File: config.mk
export PLATFORM = sky130hd
export DESIGN_NAME = particle_reader
export DESIGN_NICKNAME = d
export VERILOG_FILES = /design/src/rtl/particle_pkg.sv /design/src/rtl/particle_reader_sync_fifo.sv /design/src/rtl/particle_reader.sv
export SDC_FILE = /design/constraint.sdc
export NUM_CORES = 1
export LEC_CHECK = 0
export BUFFER_PORTS_ARGS = -buffer_cell sky130_fd_sc_hd__buf_2
export CAP_MARGIN = 10
export CORE_MARGIN = 2
export CORE_UTILIZATION = 60
export CTS_CLUSTER_DIAMETER = 60
export CTS_CLUSTER_SIZE = 28
export DETAILED_ROUTE_END_ITERATION = 8
export GPL_ROUTABILITY_DRIVEN = 0
export PLACE_DENSITY = 0.87
export SLEW_MARGIN = 15
export SYNTH_ARGS = -nofsm -noshare
export SYNTH_HDL_FRONTEND = slang
export SYNTH_SLANG_ARGS = --single-unit
export TNS_END_PERCENT = 50
File: constraint.sdc
create_clock -name clk_in -period 8.7 [get_ports clk_in]
set_input_delay 1.74 -clock clk_in [delete_from_list [all_inputs] [get_ports clk_in]]
set_output_delay 1.74 -clock clk_in [all_outputs]
set_load 0.05 [all_outputs]
File: src/rtl/particle_pkg.sv
// Shared types and helpers for the particle RAM readers and the physics pipeline.
// Even RAM addresses hold position words, odd addresses hold velocity words.
package particle_pkg;

   typedef struct packed {
      logic [15:0] x;
      logic [15:0] y;
      logic [31:0] reserved;
   } particle_word_t;

   localparam int POS_OFFSET = 0;
   localparam int VEL_OFFSET = 1;

   typedef enum logic [1:0] {
      ST_IDLE = 2'd0,
      ST_READ = 2'd1,
      ST_DONE = 2'd2
   } reader_state_t;

   function automatic int max_particles(input int addr_width);
      return 1 << (addr_width - 1);
   endfunction

endpackage

File: src/rtl/particle_reader_sync_fifo.sv
// Synchronous single-clock FIFO with occupancy count; DEPTH must be a power of two.
// A push while full is dropped and flagged by the assertion below.
module sync_fifo #(
   parameter int WIDTH = 64,
   parameter int DEPTH = 4
) (
   input  logic                     clk_in,
   input  logic                     rst_n_in,
   input  logic                     push,
   input  logic [WIDTH-1:0]         push_data,
   input  logic                     pop,
   output logic [WIDTH-1:0]         pop_data,
   output logic                     full,
   output logic                     empty,
   output logic [$clog2(DEPTH):0]   count
);

   localparam int PW = $clog2(DEPTH);
   localparam int CW = PW + 1;

   logic [WIDTH-1:0] mem [DEPTH];
   logic [PW-1:0]    wr_ptr;
   logic [PW-1:0]    rd_ptr;
   logic             do_push;
   logic             do_pop;

   assign full     = (count == CW'(DEPTH));
   assign empty    = (count == '0);
   assign do_push  = push && !full;
   assign do_pop   = pop && !empty;
   assign pop_data = mem[rd_ptr];

   always_ff @(posedge clk_in or negedge rst_n_in) begin
      if (!rst_n_in) begin
         wr_ptr <= '0;
         rd_ptr <= '0;
         count  <= '0;
      end else begin
         if (do_push) wr_ptr <= wr_ptr + PW'(1);
         if (do_pop)  rd_ptr <= rd_ptr + PW'(1);
         count <= count + CW'(do_push) - CW'(do_pop);
      end
   end

   always_ff @(posedge clk_in) begin
      if (do_push) mem[wr_ptr] <= push_data;
   end

   assert property (@(posedge clk_in) disable iff (!rst_n_in) !(push && full));

endmodule

File: src/rtl/particle_reader.sv
// Sweeps particle RAM addresses 0..2N-1 and streams {position, velocity} records.
// Reads are credit-limited so every returning word is guaranteed a FIFO slot.
module particle_reader
   import particle_pkg::*;
#(
   parameter int ADDR_WIDTH   = 11,
   parameter int RAM_WIDTH    = 64,
   parameter int READ_LATENCY = 2,
   parameter int FIFO_DEPTH   = 4
) (
   input  logic                  clk_in,
   input  logic                  rst_n_in,
   input  logic                  start_in,
   input  logic [15:0]           particle_count_in,
   output logic [ADDR_WIDTH-1:0] ram_addr_out,
   output logic                  ram_en_out,
   input  logic [RAM_WIDTH-1:0]  ram_data_in,
   output logic [RAM_WIDTH-1:0]  pos_out,
   output logic [RAM_WIDTH-1:0]  vel_out,
   output logic [15:0]           index_out,
   output logic                  valid_out,
   input  logic                  ready_in,
   output logic                  busy_out,
   output logic                  done_out,
   output reader_state_t         state_dbg_out
);

   localparam int CW = ADDR_WIDTH + 1;
   localparam int FW = $clog2(FIFO_DEPTH) + 1;
   localparam logic [16:0] MAX_CNT = 17'(max_particles(ADDR_WIDTH));

   reader_state_t          state;
   logic [CW-1:0]          issue_addr;
   logic [CW-1:0]          last_addr;
   logic [15:0]            last_index;
   logic [FW-1:0]          outstanding;
   logic [READ_LATENCY-1:0] lat_sr;
   logic                   expect_vel;
   logic [RAM_WIDTH-1:0]   pos_hold;
   logic [16:0]            clamped;

   logic                   fifo_push;
   logic                   fifo_pop;
   logic                   fifo_full;
   logic                   fifo_empty;
   logic [RAM_WIDTH-1:0]   fifo_head;
   logic [FW-1:0]          fifo_count;

   logic                   handshake;
   logic                   can_load;
   logic                   pop_pos;
   logic                   pop_vel;
   logic                   issue_ok;
   logic                   issue_fire;
   logic                   start_issue;
   logic                   issue_any;

   assign state_dbg_out = state;
   assign clamped = ({1'b0, particle_count_in} > MAX_CNT) ? MAX_CNT : {1'b0, particle_count_in};

   // Stream contract: a record transfers on valid_out && ready_in; while valid_out is
   // high and ready_in low, pos/vel/index hold; a new record may load on a transfer cycle.
   assign handshake = valid_out && ready_in;
   assign can_load  = !valid_out || ready_in;
   assign pop_pos   = !expect_vel && !fifo_empty;
   assign pop_vel   = expect_vel && !fifo_empty && can_load;
   assign fifo_pop  = pop_pos || pop_vel;
   assign fifo_push = lat_sr[READ_LATENCY-1];

   // A word leaving the FIFO this cycle hands its credit straight to the next read.
   assign issue_ok    = ({1'b0, outstanding} + {1'b0, fifo_count}) <
                        ((FW+1)'(FIFO_DEPTH) + (FW+1)'(fifo_pop));
   assign issue_fire  = (state == ST_READ) && (issue_addr <= last_addr) && issue_ok;
   assign start_issue = (state == ST_IDLE) && start_in && (clamped != '0);
   assign issue_any   = issue_fire || start_issue;

   sync_fifo #(
      .WIDTH (RAM_WIDTH),
      .DEPTH (FIFO_DEPTH)
   ) u_fifo (
      .clk_in    (clk_in),
      .rst_n_in  (rst_n_in),
      .push      (fifo_push),
      .push_data (ram_data_in),
      .pop       (fifo_pop),
      .pop_data  (fifo_head),
      .full      (fifo_full),
      .empty     (fifo_empty),
      .count     (fifo_count)
   );

   always_ff @(posedge clk_in or negedge rst_n_in) begin
      if (!rst_n_in) begin
         state        <= ST_IDLE;
         ram_addr_out <= '0;
         ram_en_out   <= 1'b0;
         pos_out      <= '0;
         vel_out      <= '0;
         index_out    <= '0;
         valid_out    <= 1'b0;
         busy_out     <= 1'b0;
         done_out     <= 1'b0;
         issue_addr   <= '0;
         last_addr    <= '0;
         last_index   <= '0;
         outstanding  <= '0;
         lat_sr       <= '0;
         expect_vel   <= 1'b0;
         pos_hold     <= '0;
      end else begin
         ram_en_out  <= 1'b0;
         done_out    <= 1'b0;
         lat_sr      <= READ_LATENCY'({lat_sr, ram_en_out});
         outstanding <= outstanding + FW'(issue_any) - FW'(fifo_push);

         if (pop_pos) begin
            pos_hold   <= fifo_head;
            expect_vel <= 1'b1;
         end
         if (pop_vel) begin
            expect_vel <= 1'b0;
            pos_out    <= pos_hold;
            vel_out    <= fifo_head;
            valid_out  <= 1'b1;
         end else if (handshake) begin
            valid_out  <= 1'b0;
         end
         if (handshake) index_out <= index_out + 16'd1;

         case (state)
            ST_IDLE: begin
               if (start_in) begin
                  last_addr  <= CW'({clamped, 1'b0} - 18'd1);
                  last_index <= 16'(clamped - 17'd1);
                  index_out  <= '0;
                  if (clamped == '0) begin
                     state    <= ST_DONE;
                     done_out <= 1'b1;
                  end else begin
                     state        <= ST_READ;
                     busy_out     <= 1'b1;
                     ram_en_out   <= 1'b1;
                     ram_addr_out <= '0;
                     issue_addr   <= CW'(1);
                  end
               end
            end
            ST_READ: begin
               if (issue_fire) begin
                  ram_en_out   <= 1'b1;
                  ram_addr_out <= issue_addr[ADDR_WIDTH-1:0];
                  issue_addr   <= issue_addr + CW'(1);
               end
               if (handshake && (index_out == last_index)) begin
                  state    <= ST_DONE;
                  busy_out <= 1'b0;
                  done_out <= 1'b1;
               end
            end
            ST_DONE: state <= ST_IDLE;
            default: state <= ST_IDLE;
         endcase
      end
   end

   assert property (@(posedge clk_in) disable iff (!rst_n_in) !(fifo_push && fifo_full));

endmodule

==> results.json <==
{
  "fin_nets": 1533,
  "fmax_mhz": 245,
  "antenna_found_initial": 11,
  "drv_slew": 0,
  "drtPass1Iterations": 7,
  "boundaryPins": 245,
  "synth_area_per_cell_um2": 17.3,
  "track_usage_pct": 23.3,
  "drtIter0Drc": 580,
  "area_delta_synth_final_pct": 13.9,
  "grt_overflow_total": 0,
  "vdd_drop_max_uv": 325,
  "layout_min_cycle_time_ns": 4.08,
  "slew_headroom_pct": 20.8,
  "tightestPinTransition_ns": 1.19,
  "cts_max_path_buffers": 3,
  "ys_ff_latch": 523,
  "dr_total_vias": 11100,
  "cts_tree": "yes",
  "yosysTopAreaCell": "edfxtp_1",
  "port_buffers": 244,
  "clock_latency_ns": 0.60,
  "rsz0062_at_grt": "no",
  "routed_wl_um": 41000,
  "totalNegativeSetupSlack_ns": 0,
  "rr_worst_depth": 15,
  "postCtsResizedCells": 0,
  "synth-warning-count": 0,
  "netlist_area_um2": 20500,
  "start_util_pct": 60.9,
  "ys_seq_area_share_pct": 70.1,
  "grt_pass1_wl_um": 64500,
  "cp.arrival_ns": 4.60,
  "synthCells": 1187,
  "fin_crit_sh_pct": 46.9,
  "status": "finished clean",
  "nFillCells": 2121,
  "multi_input_area_um2": 5830,
  "regToRegSetupSlack_ns": 4.85,
  "dp_hpwl_um": 26000,
  "htreeDepth": 1,
  "die-area_um2": 35600,
  "die_h_um": 189,
  "synth_cell_type_count": 50,
  "drive_gt1_share_pct": 39.6,
  "crit_type": "input port to flip-flop",
  "synth_async_sr_flop_share_pct": 51.1,
  "root_buffer": "clkbuf_16",
  "drc": 0,
  "core_region_area_um2": 33600,
  "clkTransAtPathRegs_ns": 0.09,
  "critPathCapture": "outstanding[2]",
  "rows": 67,
  "crit_path_end_kind": "flip-flop",
  "finalNonFillerCells": 1898,
  "dpl.cell_count": 1834,
  "post-cts-setup-buffers": 0,
  "yosys-top-cells-count": "dfrtp_1, edfxtp_1, mux2_2",
  "setup_viol": 0,
  "skew_ns": 0.0255,
  "synth_edf_count": 256,
  "maxCapViolations": 0,
  "synth.most_common_cell": "dfrtp_1",
  "power.leakage_nw": 9.33,
  "vias_per_cell": 5.83,
  "grt_max_degree": 152,
  "synth_top_cell_area_share_pct": 37.5,
  "ys.flop_type": "dfrtp_1",
  "syn-num-nets": 1301,
  "cts.sinks": 523,
  "wl_per_cell_um": 21.6,
  "min_path_type": "flip-flop to flip-flop",
  "r2r_end": "outstanding[2]",
  "reg2reg_from": "u_fifo.count[0]",
  "crit_path_start_kind": "input port",
  "ant_nets": 0,
  "crit_fanout": 16,
  "grt_pass1_vias": 11800,
  "hold_violations": 0,
  "p_per_area_nw_per_um2": 411,
  "die_width_um": 189,
  "register_area_um2": 14400,
  "worstPathRequired_ns": 9.22,
  "cts_buffers": 31,
  "hold_buffers": 0,
  "crit_path_start": "particle_count_in[11]",
  "synthTopCellsByArea": "edfxtp_1, dfrtp_1, mux2_2, mux4_2, ha_1"
}
==> worst min-delay path by stage <==
| stage | start | end | depth (start not counted) |
|---|---|---|---|
| 4_1_cts | lat_sr[0] | lat_sr[1] | 0 |
| 3_3_place_gp | lat_sr[0] | lat_sr[1] | 0 |
| 2_1_floorplan | lat_sr[0] | lat_sr[1] | 0 |
| 3_5_place_dp | lat_sr[0] | lat_sr[1] | 0 |
| 6_report | lat_sr[0] | lat_sr[1] | 0 |
| 5_1_grt | lat_sr[0] | lat_sr[1] | 0 |
==> power breakdown <==
group	internal [W]	leakage, nW	switching (W)
clock	0.000758	0.548	0.000914
sequential	0.00344	5.52	0.000509
combinational	0.00149	3.26	0.00248
total	0.00570	9.33	0.00390
==> per-layer routing <==
metal  vias up  global-route usage (%)  part of all wire, %
met2       335                    40.2                   50
met5         -                       0                 0.17
met4        12                    6.58                  2.7
li1       4919                       -                    -
met1      5710                    29.9                   40
met3        90                    5.40                  6.8
==> area by class of cell <==
| type | instances | area share [%] |
|---|---|---|
| Timing Repair Buffer | 251 | 5.56 |
| Tap cell | 448 | 2.40 |
| Antenna cell | 6 | 0.0644 |
| Multi-Input combinational cell | 583 | 25.0 |
| Sequential cell | 523 | 61.6 |
| Clock buffer | 38 | 3.57 |
| Clock inverter | 20 | 1.34 |
| Inverter | 29 | 0.467 |
==> cells in the final DEF, fill, tap and decap left out, types with 7 or more instances in the layout <==
| cell | n |
|---|---|
| buf_2 | 243 |
| nand2_1 | 60 |
| nor2_1 | 27 |
| a21oi_1 | 23 |
| edfxtp_1 | 256 |
| mux4_2 | 64 |
| inv_12 | 7 |
| o31ai_1 | 10 |
| xnor2_1 | 10 |
| inv_1 | 29 |
| o21ai_0 | 14 |
| nand3_1 | 14 |
| clkbuf_16 | 32 |
| xor2_1 | 30 |
| or4_1 | 8 |
| dfrtp_1 | 265 |
| nor3_1 | 9 |
| mux2_2 | 192 |
| mux2i_1 | 13 |
| ha_1 | 27 |
| nand2b_1 | 7 |
| nand4_1 | 9 |
==> worst max-delay path: stages <==
cell and delay [ns]:
buf_2 0.09, nor3_1 0.21, and3b_1 0.37, nand2_1 0.13, ha_1 0.21, nand2_1 0.11
o21ai_1 0.09, buf_4 0.25, o21ai_0 0.13, inv_1 0.07, ha_1 0.27, inv_1 0.06
ha_1 0.14, inv_1 0.05, fa_1 0.37, xnor2_1 0.17, xnor2_1 0.14
==> per-stage QoR <==
stage | cell area, um^2 | hold WS, ns | power [W] | setup WS, ns | util [%]
finish | 23300 | 0.355 | 0.00960 | 4.62 | 69.4
global route | 23300 | 0.359 | 0.0100 | 4.40 | 69.4
CTS | 23300 | 0.357 | 0.00968 | 4.62 | 69.3
detailed placement | 22200 | 0.339 | 0.00800 | 4.00 | 65.9
global placement | 22200 | 0.337 | 0.00781 | 4.12 | 65.9
floorplan | 20500 | 0.331 | 0.00695 | 4.27 | -
==> registers in the layout, indices dropped and copies added, names as in the netlist, 11 cells and up <==
name and cells:
pos_out 64, last_addr 11, issue_addr 12, pos_hold 64
vel_out 64, ram_addr_out 11, index_out 16, u_fifo.mem 256
==> kinds of logic (layout without fill, tap and decap cells) <==
family / Yosys count / after routing / share of synthesized area, %
compound gates: 73 / 73 / 2.25
xor+xnor: 40 / 40 / 1.71
fa+ha+maj: 30 / 30 / 1.94
buf+inv: 81 / 338 / 1.55
flops: 523 / 523 / 70.1
mux: 269 / 269 / 18.2
other cells: 0 / 6 / 0
simple gates: 171 / 171 / 4.18
No activity file was read; power rests on OpenSTA's default activity.
